==> src/rtl/morse_tx_pkg.sv <==
// Shared definitions for the Morse transmitter: FSM states, status codes,
// interval lengths in Morse units and r29 field positions.
package morse_tx_pkg;

  typedef enum logic [2:0] {
    S_IDLE,
    S_LOAD,
    S_MARK,
    S_SPACE,
    S_GAP,
    S_DONE,
    S_ERR,
    S_WAIT_CLR
  } state_t;

  localparam logic [31:0] STATUS_DONE = 32'h1;
  localparam logic [31:0] STATUS_ERR  = 32'h2;

  localparam logic [2:0] DOT_UNITS  = 3'd1;
  localparam logic [2:0] DASH_UNITS = 3'd3;
  localparam logic [2:0] ELEM_GAP   = 3'd1;
  localparam logic [2:0] LETTER_GAP = 3'd3;
  localparam logic [2:0] WORD_GAP   = 3'd7;

  localparam int unsigned GO_BIT   = 31;
  localparam int unsigned WORD_BIT = 30;
  localparam int unsigned PAT_LSB  = 3;
  localparam int unsigned PAT_W    = 6;
  localparam int unsigned LEN_LSB  = 0;
  localparam int unsigned LEN_W    = 3;

endpackage

==> src/rtl/morse_tx_if.sv <==
// r29/r30 link between the register file side and the Morse transmitter,
// plus the key line and busy flag.
interface morse_tx_if;
  logic [31:0] data_r29;
  logic [31:0] data_r30;
  logic        key_out;
  logic        busy;

  modport master (output data_r29, input data_r30, input key_out, input busy);
  modport slave  (input data_r29, output data_r30, output key_out, output busy);
endinterface

==> src/rtl/morse_unit_timer.sv <==
// Interval timer: a cycle prescaler producing a tick every UNIT_CYCLES
// clocks, and a unit counter that flags the last cycle of a target-unit
// interval. Counters restart on clear and automatically after done.
module morse_unit_timer #(
  parameter int unsigned UNIT_CYCLES = 4
) (
  input  logic       clk,
  input  logic       rst_n,
  input  logic       clear,
  input  logic [2:0] target,
  output logic       done
);
  localparam int unsigned CW = $clog2(7 * UNIT_CYCLES) + 1;

  logic [CW-1:0] cyc;
  logic [2:0]    units;
  logic          tick;

  assign tick = (cyc == CW'(UNIT_CYCLES - 1));
  assign done = tick && (units == target - 3'd1);

  // Prescaler and unit count; restart at each interval boundary
  always_ff @(posedge clk or negedge rst_n) begin
    if (!rst_n) begin
      cyc   <= '0;
      units <= '0;
    end else if (clear || done) begin
      cyc   <= '0;
      units <= '0;
    end else if (tick) begin
      cyc   <= '0;
      units <= units + 3'd1;
    end else begin
      cyc <= cyc + 1'b1;
    end
  end
endmodule

==> src/rtl/morse_tx.sv <==
// Morse transmitter: plays the symbol written to r29 on key_out and posts a
// one-cycle status word on data_r30 when finished or on a bad length.
module morse_tx
  import morse_tx_pkg::*;
#(
  parameter int unsigned UNIT_CYCLES = 4,
  parameter int unsigned MAX_ELEM    = 6
) (
  input  logic       clock,
  input  logic       ctrl_reset,
  morse_tx_if.slave  bus
);
  state_t           state;
  logic [PAT_W-1:0] pat;
  logic [LEN_W-1:0] len;
  logic [LEN_W-1:0] idx;
  logic             word;
  logic             key_q;
  logic             busy_q;
  logic [31:0]      status_q;

  logic             tmr_clear;
  logic [2:0]       tmr_target;
  logic             tmr_done;

  logic             r29_go;
  logic             r29_word;
  logic [PAT_W-1:0] r29_pat;
  logic [LEN_W-1:0] r29_len;
  logic             unused_r29;

  assign r29_go     = bus.data_r29[GO_BIT];
  assign r29_word   = bus.data_r29[WORD_BIT];
  assign r29_pat    = bus.data_r29[PAT_LSB +: PAT_W];
  assign r29_len    = bus.data_r29[LEN_LSB +: LEN_W];
  assign unused_r29 = ^bus.data_r29[WORD_BIT-1:PAT_LSB+PAT_W];

  assign bus.key_out  = key_q;
  assign bus.busy     = busy_q;
  assign bus.data_r30 = status_q;

  // Timer runs only in timed states; held cleared elsewhere so every timed
  // state starts from zero
  always_comb begin
    tmr_clear  = 1'b1;
    tmr_target = DOT_UNITS;
    case (state)
      S_MARK: begin
        tmr_clear  = 1'b0;
        tmr_target = pat[idx] ? DASH_UNITS : DOT_UNITS;
      end
      S_SPACE: begin
        tmr_clear  = 1'b0;
        tmr_target = ELEM_GAP;
      end
      S_GAP: begin
        tmr_clear  = 1'b0;
        tmr_target = word ? WORD_GAP : LETTER_GAP;
      end
      default: ;
    endcase
  end

  morse_unit_timer #(
    .UNIT_CYCLES(UNIT_CYCLES)
  ) u_timer (
    .clk    (clock),
    .rst_n  (ctrl_reset),
    .clear  (tmr_clear),
    .target (tmr_target),
    .done   (tmr_done)
  );

  // Symbol sequencer; outputs are registered from the current state, so they
  // trail the state by one cycle while every interval keeps its exact length
  always_ff @(posedge clock or negedge ctrl_reset) begin
    if (!ctrl_reset) begin
      state    <= S_IDLE;
      pat      <= '0;
      len      <= '0;
      idx      <= '0;
      word     <= 1'b0;
      key_q    <= 1'b0;
      busy_q   <= 1'b0;
      status_q <= '0;
    end else begin
      key_q    <= (state == S_MARK);
      busy_q   <= (state != S_IDLE);
      status_q <= (state == S_DONE) ? STATUS_DONE :
                  (state == S_ERR)  ? STATUS_ERR  : '0;
      case (state)
        S_IDLE: if (r29_go) state <= S_LOAD;
        S_LOAD: begin
          pat  <= r29_pat;
          len  <= r29_len;
          word <= r29_word;
          idx  <= '0;
          if (r29_len == '0 || r29_len > LEN_W'(MAX_ELEM)) state <= S_ERR;
          else                                             state <= S_MARK;
        end
        S_MARK: if (tmr_done) begin
          if (idx == len - 3'd1) state <= S_GAP;
          else                   state <= S_SPACE;
        end
        S_SPACE: if (tmr_done) begin
          idx   <= idx + 3'd1;
          state <= S_MARK;
        end
        S_GAP:      if (tmr_done) state <= S_DONE;
        S_DONE:     state <= S_WAIT_CLR;
        S_ERR:      state <= S_WAIT_CLR;
        S_WAIT_CLR: if (!r29_go) state <= S_IDLE;
        default:    state <= S_IDLE;
      endcase
    end
  end
endmodule
==> src/flat_wrapper.sv <==
// flat-port wrapper written by rule: the top's interface ports become plain ports
module morse_tx_flat import morse_tx_pkg::*;
#(
  parameter int unsigned UNIT_CYCLES = 4,
  parameter int unsigned MAX_ELEM    = 6
)
  (clock, ctrl_reset, bus_data_r29, bus_data_r30, bus_key_out, bus_busy);
  morse_tx_if bus_i ();
  input  logic clock;
  input  logic ctrl_reset;
  input wire logic [$bits(bus_i.data_r29)-1:0] bus_data_r29;
  output wire logic [$bits(bus_i.data_r30)-1:0] bus_data_r30;
  output wire logic [$bits(bus_i.key_out)-1:0] bus_key_out;
  output wire logic [$bits(bus_i.busy)-1:0] bus_busy;
  assign bus_i.data_r29 = bus_data_r29;
  assign bus_data_r30 = bus_i.data_r30;
  assign bus_key_out = bus_i.key_out;
  assign bus_busy = bus_i.busy;
  morse_tx #(.UNIT_CYCLES(UNIT_CYCLES), .MAX_ELEM(MAX_ELEM)) u_core (.clock(clock), .ctrl_reset(ctrl_reset), .bus(bus_i));
endmodule
==> config.mk <==
export PLATFORM = sky130hd
export DESIGN_NAME = morse_tx_flat
export DESIGN_NICKNAME = d
export VERILOG_FILES = /design/src/rtl/morse_tx_pkg.sv /design/src/rtl/morse_tx_if.sv /design/src/rtl/morse_unit_timer.sv /design/src/rtl/morse_tx.sv /design/src/flat_wrapper.sv
export SDC_FILE = /design/constraint.sdc
export NUM_CORES = 1
export LEC_CHECK = 0
export CAP_MARGIN = 20
export CORE_UTILIZATION = 31
export CTS_CLUSTER_DIAMETER = 50
export CTS_CLUSTER_SIZE = 28
export DETAILED_ROUTE_END_ITERATION = 8
export GPL_TIMING_DRIVEN = 0
export SYNTH_ARGS = -nofsm -noshare
export SYNTH_HDL_FRONTEND = slang
export SYNTH_SLANG_ARGS = --single-unit
==> constraint.sdc <==
create_clock -name clock -period 6.5 [get_ports clock]
set_clock_uncertainty 0.1 [all_clocks]
set_input_delay 0.65 -clock clock [delete_from_list [all_inputs] [get_ports clock]]
set_output_delay 0.65 -clock clock [all_outputs]
set_load 0.02 [all_outputs]
# Word level (Yosys, flattened, before mapping)
# Cells that the tools add are included.
# classes
addsub	5
magnitude_cmp	2
n_eq_ne	15
muxes	22
n_reduce_logical	12
# ops
cell	n
$mux 3	11
$mux 32	1
$pmux 3 s7	1
$eq 3x3->1 const B	4
$mux 6	2
$pmux 3 s2	2
$ne 2x2->1 const B	5
$add 3x1->3 const B	2
$add 6x1->6 const B	1
$eq 3x2->1 const B	2
$eq 3x3->1	2
$eq 6x2->1 const B	1
$logic_not 3->1	2
$sub 3x1->3 const B	2
$reduce_and 5->1	1
$lt 3x4->1 const B	1
$mux 2	2
$reduce_bool 2->1	2
$bmux 1 s3	1
$eq 3x1->1 const B	1
$gt 3x3->1 const B	1
$reduce_bool 3->1	1
$reduce_or 3->1	1
$logic_or 1x1->1	2
other kinds (4)	5
# word_totals
register_bits	59
input_bits	34
output_inout_bits	34
wordCells	66

# Logic depth before layout (Yosys ltp)
# Gate-level depths: netlist of the first run.
# depth
depth_word	9
ltp_mapped	8
mapped_depth_nobuf	7

# Modules after synthesis
# Synthesis of the first run repeated with hierarchy kept, for this count alone.
# unflattened
hier_cells	171
hier_area_um2	1804.2
# by_module_without_submodules
mod	instances	cells_per_inst	area_each_um2	seq_area_each_um2
morse_tx	1	124	1308.8	500.5
morse_unit_timer	1	47	495.5	225.2

# Worst setup path before layout of the first run
# OpenSTA, ideal clock, no wires.
# synth_path
kind	register -> register
start	register u_core.idx[0]
end	register u_core.idx[0]
setup_ns	0.126
arrival_ns	1.975
t_required_ns	6.274
slack_ns	4.299
path_stages_with_launch	8
n_path_buf	2
period_less_slack_ns	2.201
path_cell_list	dfrtp_1 buf_4 or2_2 o22ai_1 mux2_4 and3_1 buf_6 a221o_1
# synth_between
elab_chain_cells	9
elab_cells_between_ends	12
classes_between	2 x add/sub; 2 x eq/ne; 6 x mux; 2 x reduce/logical
# synth_rtl
element	line	rtl
from (decl)	morse_tx.sv:16	logic [LEN_W-1:0] idx;
from (signal assigned)	morse_tx.sv:106	idx <= idx + 3'd1;
$bmux 1 s3	morse_tx.sv:50	tmr_target = pat[idx] ? DASH_UNITS : DOT_UNITS;
$mux 1 (implied by the code)	morse_tx.sv:50	
$mux 2	morse_tx.sv:50	
$pmux 3 s2	morse_tx.sv:47	case (state)
$sub 3x1->3	morse_unit_timer.sv:20	assign done = tick && (units == target - 3'd1);
$eq 3x3->1	morse_unit_timer.sv:20	
$logic_and 1x1->1	morse_unit_timer.sv:20	
$ne 2x2->1 (no source line)	n/a	
$reduce_and 2->1 (no source line)	n/a	
# Parallel ways exist; a longest one is shown, timed or not. The select of a mux whose other input is x is not followed.
# A chain may end at the register's enable or synchronous reset.

# Worst setup path after layout of the first run
# layout_path
start	register u_core.idx[0]
end	register u_core.idx[1]
# Same word-level chain as after synthesis.

==> results of run 1 <==
[state kept, by name, indices dropped and copies added (netlist names)]
name                  count
u_core.len                3
u_core.u_timer.cyc        6
u_core.bus.key_out        1
u_core.u_timer.units      3
u_core.bus.busy           1
u_core.word               1
u_core.bus.data_r30       2
u_core.pat                6
u_core.idx                3
u_core.state              3
[per-layer routing]
layer | track usage, % | wire [um] | vias to the layer above | share of wire, %
li1 | - | - | 737 | -
met1 | 16.8 | 1720 | 688 | 47
met2 | 19.7 | 1630 | 45 | 45
met3 | 5.11 | 243 | 6 | 6.7
met4 | 4.29 | 31 | 0 | 0.86
met5 | 0 | 0 | - | 0
[power breakdown]
group          total, mW  internal, mW  switching, mW
Sequential         0.302         0.250         0.0526
Combinational      0.445         0.206          0.239
Clock              0.143        0.0739         0.0687
[final cells by class]
type | count | area [um^2] | area share [%]
inverter | 8 | 30.0 | 1.27
clock inverter | 2 | 10.0 | 0.424
sequential | 29 | 726 | 30.7
multi-input combinational | 150 | 970 | 41.0
buffer | 39 | 273 | 11.5
clock buffer | 6 | 72.6 | 3.07
timing repair buffer | 17 | 188 | 7.94
tap | 75 | 93.8 | 3.97
[critical path: cells and delay by family, from the launching register on]
family,cells,cell delay [ns]
flops,1,0.38
compound gates,2,0.63
simple gates,2,0.45
mux,1,0.36
buf+inv,2,0.30
[logic make-up (layout without fill, tap and decap cells)]
kind of cell             Yosys count  after routing  synth area share [%]
other                              1             30                 0.198
AO/OA/AOI/OAI                     34             34                  12.8
XOR/XNOR                           8              8                  4.44
flip-flops                        29             29                  38.4
AND/OR/NAND/NOR                   57             57                  15.6
multiplexers                      17             17                  9.87
buffers and inverters             47             72                  16.0
adder cells (fa/ha/maj)            4              4                  2.65
[through the flow]
step                      instance area [um^2]  hold WS, ns  instances  setup slack [ns]
after floorplan                           2000        0.254        226              4.30
after global placement                    2250        0.349        317              4.14
after detailed placement                  2280        0.363        318              4.16
after CTS                                 2360        0.372        326              4.16
after global routing                      2360        0.400        326              4.09
final                                     2360        0.369        326              4.16
[cells in the mapped netlist, types with 2 or more instances]
master	number
a21oi_1	7
a221o_1	2
a31oi_1	2
and3_1	2
buf_2	2
buf_4	31
clkbuf_1	5
dfrtp_1	29
ha_1	4
inv_1	8
mux2_2	9
mux2i_1	7
nand2_1	12
nand2b_1	5
nand3_1	4
nand4_1	2
nor2_1	15
nor3_1	8
o211ai_1	2
o21ai_0	8
o22ai_1	2
o311ai_0	2
or3_1	2
xnor2_1	2
xor2_1	5
[final timing paths]
check / start / to / slack, ns
worst max-delay path: u_core.idx[0] / u_core.idx[1] / 4.16
worst min-delay path: u_core.u_timer.cyc[0] / u_core.u_timer.cyc[0] / 0.37
worst max register to register: u_core.idx[0] / u_core.idx[1] / 4.16
worst min register to register: u_core.u_timer.cyc[0] / u_core.u_timer.cyc[0] / 0.37
max in group asynchronous: ctrl_reset / u_core.len[0] / 5.18
min in group asynchronous: ctrl_reset / u_core.u_timer.cyc[4] / 0.63
==> impl_metrics.json, run 1 <==
{
  "hold_buffers": 0,
  "synth.top_cell.area_share_pct": 38.4,
  "drt-initial-drc-count": 87,
  "max_stage_delay_ns": 0.38,
  "synthFlopType": "dfrtp_1",
  "antenna_found_initial": 0,
  "grt_max_degree": 20,
  "cts.repair.resized": 0,
  "cp.required_ns": 6.57,
  "syn_to_final_growth_pct": 25.0,
  "wl_mm": 3.62,
  "cts_tree": "done",
  "drive_above_1_share_pct": 22.3,
  "clockRootBuffer": "clkbuf_8",
  "path_cells": "buf_4, or2_2, o22ai_1, mux2_4, and3_1, buf_6, a221o_1",
  "dieHeight_um": 80.1,
  "worstMarginPinSlew_ns": 0.569,
  "vias_per_cell": 4.53,
  "wl_per_cell_um": 11.1,
  "final_common_cell": "buf_4",
  "clock_sinks": 29,
  "grt_pass1_vias": 1293,
  "fin_setup_tns_ns": 0,
  "syn_avg_cell_area_um2": 9.59,
  "netlist_instances": 197,
  "outcome": "complete, no violations",
  "post-route-util_pct": 40.1,
  "synthDistinctLibCells": 45,
  "pin_count": 68,
  "finalCritPeriodShare_pct": 35.9,
  "drc": 0,
  "worst_path_max_delay_cell": "dfrtp_1",
  "hold_path_class": "reg -> reg",
  "max_cap_viol_count": 0,
  "ys_seq_elements": 29,
  "dieArea_um2": 6410,
  "period_needed_ns": 2.34,
  "slew_violations": 0,
  "grt_overflow": 0,
  "rr_worst_depth": 7,
  "setup_viol": 0,
  "crit_arrival_ns": 2.40,
  "crit_type": "reg -> reg",
  "rows": 28,
  "path_clk_slew_ns": 0.06,
  "grt_usage_pct": 13.0,
  "dp_hpwl_mm": 2.76,
  "post-cts-setup-buffers": 0,
  "cts_made_buffers": 5,
  "yosys-top-cells-area": "dfrtp_1 38%, buf_4 12%, mux2_2 5.4%, mux2i_1 3.7%, nor2_1 3.0%",
  "cts_buffer_depth": 2,
  "buffer_ports.inserted": 16,
  "synthArstFlopShare_pct": 100,
  "total_leakage_power_nw": 1.14,
  "slew_headroom_pct": 62.0,
  "num_antenna_cells": 0,
  "ant_nets": 0,
  "core_um2": 5890,
  "synth_edf_count": 0,
  "dr.pass1.iters": 4,
  "initial_core_util_pct": 32.1,
  "ys_seq_area_share_pct": 38.4,
  "rsz0062_at_grt": "false",
  "synth_area_leader_cell": "dfrtp_1",
  "gp_congestion": 0.800,
  "ir_worst_vdd_v": 0.000170,
  "worst-path-max-fanout": 7,
  "crit_path_end_kind": "flop",
  "cts_htree_levels": 2,
  "yosys_warnings": 0,
  "fmax_mhz": 428,
  "crit_path_start_kind": "flop",
  "total_power_mw": 0.890,
  "nets": 288,
  "clk_latency_ns": 0.29,
  "routed-via-count": 1476,
  "n_fill_cell": 605,
  "hold_violations": 0,
  "grt_pass1_wl_mm": 6.24,
  "p_per_area_nw_per_um2": 377,
  "holdPathStages": 1,
  "dieWidth_um": 80.1,
  "syn_area_um2": 1890,
  "final_cell_mix": "31 x buf_4, 30 x conb_1, 29 x dfrtp_1"
}
No activity file was read; power rests on OpenSTA's default activity.
==> run 2, diff against run 1 <==
==> constraint.sdc (replaced) <==
create_clock -name clock -period 2.42 [get_ports clock]
set_clock_uncertainty 0.1 [all_clocks]
set_input_delay 0.242 -clock clock [delete_from_list [all_inputs] [get_ports clock]]
set_output_delay 0.242 -clock clock [all_outputs]
set_load 0.02 [all_outputs]
==> results of run 2 <==
The final DEF is identical to that of run 1. Status: complete, no violations.
Main changes from that run: setup slack after placement 4.16 ns -> 0.0833 ns; setup slack after layout 4.16 ns -> 0.0840 ns; hold slack 0.369 ns -> 0.219 ns; register-to-register setup slack 4.16 ns -> 0.08 ns; total power 0.890 mW -> 2.39 mW; worst IR drop on VDD 0.000170 V -> 0.000456 V
